## src/rtl/code_loader_pkg.sv

```systemverilog
// Shared definitions for the code loader: FSM state encodings, sync byte, word width.
package code_loader_pkg;

  localparam int          WORD_W    = 16;
  localparam logic [7:0]  SYNC_BYTE = 8'hA5;

  localparam logic [3:0] ST_IDLE    = 4'd0;
  localparam logic [3:0] ST_LEN_HI  = 4'd1;
  localparam logic [3:0] ST_LEN_LO  = 4'd2;
  localparam logic [3:0] ST_DATA_HI = 4'd3;
  localparam logic [3:0] ST_DATA_LO = 4'd4;
  localparam logic [3:0] ST_WRITE   = 4'd5;
  localparam logic [3:0] ST_CHK     = 4'd6;
  localparam logic [3:0] ST_RUN     = 4'd7;
  localparam logic [3:0] ST_ERR     = 4'd8;

endpackage

```

## src/rtl/code_loader_timeout.sv

```systemverilog
// Inter-byte timeout counter; only built when CODE_LOADER_TIMEOUT_EN is defined.
module code_loader_timeout #(
  parameter int TIMEOUT_CYCLES = 1000000
) (
  input  logic clock,
  input  logic reset,
  input  logic active,
  input  logic kick,
  output logic expired
);

  localparam int CW = $clog2(TIMEOUT_CYCLES + 1);

  logic [CW-1:0] cnt;

  // Fires on the cycle that would complete TIMEOUT_CYCLES idle cycles.
  assign expired = active && !kick && (cnt == CW'(TIMEOUT_CYCLES - 1));

  // NOTE: sequential state uses non-blocking assignments so every flop samples pre-edge values.
  always_ff @(posedge clock or negedge reset) begin
    if (!reset) begin
      cnt <= '0;
    end else if (!active || kick || expired) begin
      cnt <= '0;
    end else begin
      cnt <= cnt + CW'(1);
    end
  end

endmodule

```

## src/rtl/code_loader.sv

```systemverilog
// Framed byte stream -> 16-bit code RAM writes; holds the CPU in reset until a good checksum.
// Optional inter-byte timeout: define CODE_LOADER_TIMEOUT_EN.
module code_loader
  import code_loader_pkg::*;
#(
  parameter int ADDR_W         = 16,
  parameter int BASE_ADDR      = 0,
  parameter int MAX_WORDS      = 256,
  parameter int TIMEOUT_CYCLES = 1000000
) (
  input  logic              clock,
  input  logic              reset,
  input  logic              in_valid,
  input  logic [7:0]        in_data,
  output logic              in_ready,
  output logic              wr_en,
  output logic [ADDR_W-1:0] wr_addr,
  output logic [WORD_W-1:0] wr_data,
  output logic              cpu_run,
  output logic              done,
  output logic              err
);

  localparam logic [ADDR_W-1:0] BASE  = ADDR_W'(BASE_ADDR);
  localparam logic [16:0]       MAX_N = 17'(MAX_WORDS);

  logic [3:0]  state;
  logic [15:0] count;
  logic [15:0] word_cnt;
  logic [7:0]  hi_byte;
  logic [7:0]  csum;
  logic        accept;
  logic        is_sync;
  logic        timeout_hit;
  logic [15:0] len_now;

  assign in_ready = (state != ST_WRITE);
  assign wr_en    = (state == ST_WRITE);
  assign accept   = in_valid && in_ready;
  assign is_sync  = (in_data == SYNC_BYTE);
  assign len_now  = {count[15:8], in_data};

`ifdef CODE_LOADER_TIMEOUT_EN
  logic timeout_active;

  assign timeout_active = (state == ST_LEN_HI)  || (state == ST_LEN_LO) ||
                          (state == ST_DATA_HI) || (state == ST_DATA_LO) ||
                          (state == ST_CHK);

  code_loader_timeout #(
    .TIMEOUT_CYCLES(TIMEOUT_CYCLES)
  ) u_timeout (
    .clock  (clock),
    .reset  (reset),
    .active (timeout_active),
    .kick   (accept),
    .expired(timeout_hit)
  );
`else
  logic unused_timeout;

  assign timeout_hit    = 1'b0;
  assign unused_timeout = (TIMEOUT_CYCLES == 0);
`endif

  always_ff @(posedge clock or negedge reset) begin
    if (!reset) begin
      state    <= ST_IDLE;
      count    <= '0;
      word_cnt <= '0;
      hi_byte  <= '0;
      csum     <= '0;
      wr_addr  <= BASE;
      wr_data  <= '0;
      cpu_run  <= 1'b0;
      done     <= 1'b0;
      err      <= 1'b0;
    end else if (timeout_hit) begin
      state   <= ST_ERR;
      err     <= 1'b1;
      cpu_run <= 1'b0;
    end else begin
      case (state)
        // A sync byte starts a (re)load from any resting state.
        ST_IDLE, ST_RUN, ST_ERR: begin
          if (accept && is_sync) begin
            state    <= ST_LEN_HI;
            done     <= 1'b0;
            err      <= 1'b0;
            csum     <= '0;
            word_cnt <= '0;
            cpu_run  <= 1'b0;
          end
        end
        ST_LEN_HI: begin
          if (accept) begin
            count[15:8] <= in_data;
            state       <= ST_LEN_LO;
          end
        end
        ST_LEN_LO: begin
          if (accept) begin
            count[7:0] <= in_data;
            if ({1'b0, len_now} > MAX_N) begin
              state <= ST_ERR;
              err   <= 1'b1;
            end else if (len_now == 16'd0) begin
              state <= ST_CHK;
            end else begin
              state <= ST_DATA_HI;
            end
          end
        end
        ST_DATA_HI: begin
          if (accept) begin
            hi_byte <= in_data;
            csum    <= csum ^ in_data;
            state   <= ST_DATA_LO;
          end
        end
        ST_DATA_LO: begin
          if (accept) begin
            wr_data <= {hi_byte, in_data};
            wr_addr <= BASE + ADDR_W'(word_cnt);
            csum    <= csum ^ in_data;
            state   <= ST_WRITE;
          end
        end
        ST_WRITE: begin
          word_cnt <= word_cnt + 16'd1;
          state    <= (word_cnt + 16'd1 == count) ? ST_CHK : ST_DATA_HI;
        end
        ST_CHK: begin
          if (accept) begin
            if (in_data == csum) begin
              state   <= ST_RUN;
              done    <= 1'b1;
              cpu_run <= 1'b1;
            end else begin
              state <= ST_ERR;
              err   <= 1'b1;
            end
          end
        end
        default: state <= ST_IDLE;
      endcase
    end
  end

endmodule

```

## config.mk

```make
export PLATFORM = sky130hd
export DESIGN_NAME = code_loader
export DESIGN_NICKNAME = d
export VERILOG_FILES = /design/src/rtl/code_loader_pkg.sv /design/src/rtl/code_loader_timeout.sv /design/src/rtl/code_loader.sv
export SDC_FILE = /design/constraint.sdc
export NUM_CORES = 1
export LEC_CHECK = 0
export CORE_ASPECT_RATIO = 1.1
export CORE_UTILIZATION = 37
export CTS_CLUSTER_SIZE = 24
export DETAILED_ROUTE_END_ITERATION = 7
export GPL_ROUTABILITY_DRIVEN = 0
export GPL_TIMING_DRIVEN = 0
export PLACE_DENSITY = 0.61
export RECOVER_POWER = 100
export SKIP_LAST_GASP = 1
export SLEW_MARGIN = 0
export SYNTH_ARGS = -nofsm -noshare
export SYNTH_HDL_FRONTEND = slang
export SYNTH_SLANG_ARGS = --single-unit
```

## constraint.sdc

```tcl
create_clock -name clock -period 3.3 [get_ports clock]
set_clock_uncertainty 0.1 [all_clocks]
set_input_delay 0.33 -clock clock [delete_from_list [all_inputs] [get_ports clock]]
set_output_delay 0.33 -clock clock [all_outputs]
set_load 0.02 [all_outputs]
```

==> flow_metrics.py <==
metrics = {
    "outcome": {
        "status": "finished, violations left",
        "violations": "capacitance limit, slew limit",
    },
    "setup_path": {
        "r2r_slack_ps": 240,
        "critPathBufInv": 5,
        "crit_path_frequent_cell": "buf_2",
        "path_class": "reg2out",
        "critPathMaxStageDelay_ps": 750,
        "critPathRequiredTime_ps": 2870,
        "r2r_cells": 10,
        "timing.rr.start": "state[2]$_DFFE_PN0P_",
        "cp.arrival_ps": 2630,
        "endpoint_kind": "output pin",
        "critPathLaunchType": "register",
        "crit_fanout": 10,
        "r2r_end": "state[0]$_DFFE_PN0P_",
        "crit_chain": "buf_2 > nor2b_1 > buf_2 > nand2_1 > inv_1 > clkbuf_1 > dlygate4sd3_1",
        "crit_slowest_cell": "dlygate4sd3_1",
        "crit_family": "buffers and inverters",
    },
    "sta": {
        "holdWs_ps": 189,
        "worst_slack_ps": 238,
        "period_share_pct": 92.8,
        "rsz0062_at_grt": "no",
        "slew_headroom_pct": -55.7,
        "finalSetupViolations": 0,
        "fmax_mhz": 327,
        "tightest_slew_ps": 2330,
        "hold_viol": 0,
        "slew_viol_final": 42,
        "min_period_ps": 3060,
    },
    "synthesis": {
        "yosys-top-cells-area": "dfrtp_1 (50%), mux2_2 (14%), o21ai_0 (4.6%)",
        "synth_cell_types": 54,
        "postSynthCellCount": 407,
        "syn_nets": 419,
        "yosys_most_used_dff": "dfrtp_1",
        "yosysSeqAreaShare_pct": 49.8,
        "ys_warn_count": 0,
        "syn_avg_cell_area_um2": 10.6,
        "synth_edf_count": 0,
        "yosysTopAreaCellShare_pct": 49.8,
        "syn_area_um2": 4320,
        "yosysTopAreaCell": "dfrtp_1",
        "synth_seq_cells": 86,
        "yosysMostFrequentCell": "dfrtp_1",
        "synth_common_cells": "dfrtp_1 (86), mux2_2 (54), o21ai_0 (40)",
        "synth-async-reset-ratio_pct": 100,
    },
    "die": {
        "rows": 41,
        "io_pins": 48,
        "die_h_um": 115,
        "die_x_um": 105,
        "core_um2": 11400,
        "initial_utilization_pct": 37.8,
        "dieArea_um2": 12100,
    },
    "routing": {
        "drc": 0,
        "drt_iter0_drc": 171,
        "met3_length_um": 502,
        "routed.top_layer": "met4",
        "totalWireLength_mm": 10.1,
        "firstDrtPassIters": 5,
        "viasPerCell": 5.47,
        "avgRoutedWirePerCell_um": 16.4,
        "antenna_left": 0,
        "met1_length_mm": 4.52,
        "route.vias.total": 3359,
        "wl_met2_mm": 4.90,
    },
    "global_routing": {
        "track_usage_pct": 17.9,
        "antenna_found_initial": 0,
        "grt_overflow": 0,
        "grt_pass1_vias": 3323,
        "grt_pass1_wl_mm": 17.0,
        "grt_max_degree": 46,
    },
    "min_path": {
        "hold_path_end": "count[9]$_DFFE_PN0P_",
        "hold_path.startpoint": "in_data[1]",
        "whs_path_depth": 2,
        "hold_path_class": "in2reg",
    },
    "clock_network": {
        "postCtsHoldBufs": 1,
        "postCtsSetupBuffers": 0,
        "htree_levels": 3,
        "clk_pin_slew_worst_paths_ps": 70,
        "cts_root_buf": "clkbuf_16",
        "cts_tree": "built",
        "cts_buffer_depth": 2,
        "insertion_delay_ps": 340,
        "cts.sinks": 86,
        "cts_buffers": 9,
        "cts_resized": 0,
    },
    "flow_run": {
        "max_cap_violations": 1,
    },
    "placement": {
        "port_buffers": 39,
        "hpwl_mm": 7.06,
        "post-place-ws_ps": 375,
    },
    "finish": {
        "layout.nets": 471,
        "num_antenna_cells": 0,
        "drive_above_1_share_pct": 17.9,
        "area_growth_pct": 22.1,
    },
    "power_and_ir_drop": {
        "power_density_nw_per_um2": 994,
        "p_leak_nw": 2.27,
        "ir_drop_uv": 405,
    },
}
-- registers in the layout, summed over array words and instances (netlist names) --
signal / flops
err: 1
wr_data: 16
hi_byte: 8
word_cnt: 16
csum: 8
wr_addr: 16
done: 1
state: 4
count: 16
-- worst register-to-register path, delay by kind of cell (launching register included) --
kind | cells | cell delay (ps)
flip-flops | 1 | 360
AO/OA/AOI/OAI | 3 | 760
AND/OR/NAND/NOR | 3 | 920
buffers and inverters | 3 | 430
multiplexers | 1 | 350
-- how the worst max path moves through the flow --
stage / startpoint / end / slack (ps) / depth (start not counted)
after global placement: reset / hi_byte[3]$_DFFE_PN0P_ / -1320 / 1
after detailed placement: in_valid / state[0]$_DFFE_PN0P_ / 380 / 7
after global routing: reset / wr_data[11]$_DFFE_PN0P_ / 110 / 2
final: state[2]$_DFFE_PN0P_ / wr_en / 240 / 7
after CTS: state[2]$_DFFE_PN0P_ / wr_en / 350 / 7
after floorplan: in_data[3] / state[0]$_DFFE_PN0P_ / 620 / 7
-- report_power, final --
| group | internal [W] | switching [W] | leakage [nW] | total (W) |
|---|---|---|---|---|
| clock network | 0.000752 | 0.000449 | 0.173 | 0.00120 |
| registers | 0.00153 | 0.000364 | 1.09 | 0.00190 |
| logic | 0.00103 | 0.00112 | 1.01 | 0.00215 |
| total | 0.00331 | 0.00193 | 2.27 | 0.00525 |
-- area by class of cell --
cell class | instances | area, µm²
plain buffers | 32 | 139
clock buffers | 9 | 225
clock inverters | 7 | 128
fillers | 1062 | 6160
inverters | 8 | 30.0
multi-input cells | 281 | 2000
flip-flops and latches | 86 | 2150
well taps | 150 | 188
repair buffers | 41 | 422
-- cell families (layout without fill, tap and decap cells) --
family	count (synthesis)	in the layout	synth area share, %
flip-flops	86	86	49.8
AND/OR/NAND/NOR	114	114	14.0
XOR/XNOR	29	29	5.88
AO/OA/AOI/OAI	81	81	11.6
buffers and inverters	40	97	3.91
multiplexers	56	56	14.6
adder cells (fa/ha/maj)	1	1	0.289
-- through the flow --
stage	setup TNS [ps]	instances	instance area, µm²	util (%)	power [W]
detailed placement	0	597	4930	43.1	0.00415
floorplan	0	407	4320	-	0.00337
global route	0	614	5280	46.1	0.00559
finish	0	614	5280	46.1	0.00525
CTS	0	614	5290	46.2	0.00537
global placement	-112990	596	4900	42.8	0.00407
-- layer usage --
| metal | vias to the layer above | track usage (%) |
|---|---|---|
| met3 | 13 | 2.55 |
| met1 | 1671 | 23.5 |
| met2 | 102 | 30.4 |
| met4 | 0 | 6.67 |
| li1 | 1573 | - |
| met5 | - | 0 |
-- cells in the final DEF (no fill, tap or decap), drive strengths merged, types with 3 or more instances in the layout --
| cell type | synthesis | layout |
|---|---|---|
| nand3 | 21 | 21 |
| dlygate4sd3 | 0 | 39 |
| and3 | 6 | 6 |
| and2 | 3 | 3 |
| a31oi | 6 | 6 |
| nand4 | 7 | 7 |
| xor2 | 9 | 9 |
| nand2 | 18 | 18 |
| nor3b | 3 | 3 |
| bufinv | 0 | 3 |
| clkbuf | 24 | 34 |
| nor4 | 4 | 4 |
| inv | 8 | 11 |
| o21ai | 41 | 41 |
| buf | 8 | 9 |
| o41ai | 4 | 4 |
| mux2 | 55 | 55 |
| a21oi | 9 | 9 |
| or4 | 4 | 4 |
| o31ai | 4 | 4 |
| nand2b | 4 | 4 |
| nor2b | 5 | 5 |
| nor3 | 6 | 6 |
| dfrtp | 86 | 86 |
| xnor2 | 20 | 20 |
| o211ai | 3 | 3 |
| nor2 | 25 | 25 |
| a22o | 3 | 3 |
No activity file was read; power rests on OpenSTA's default activity.
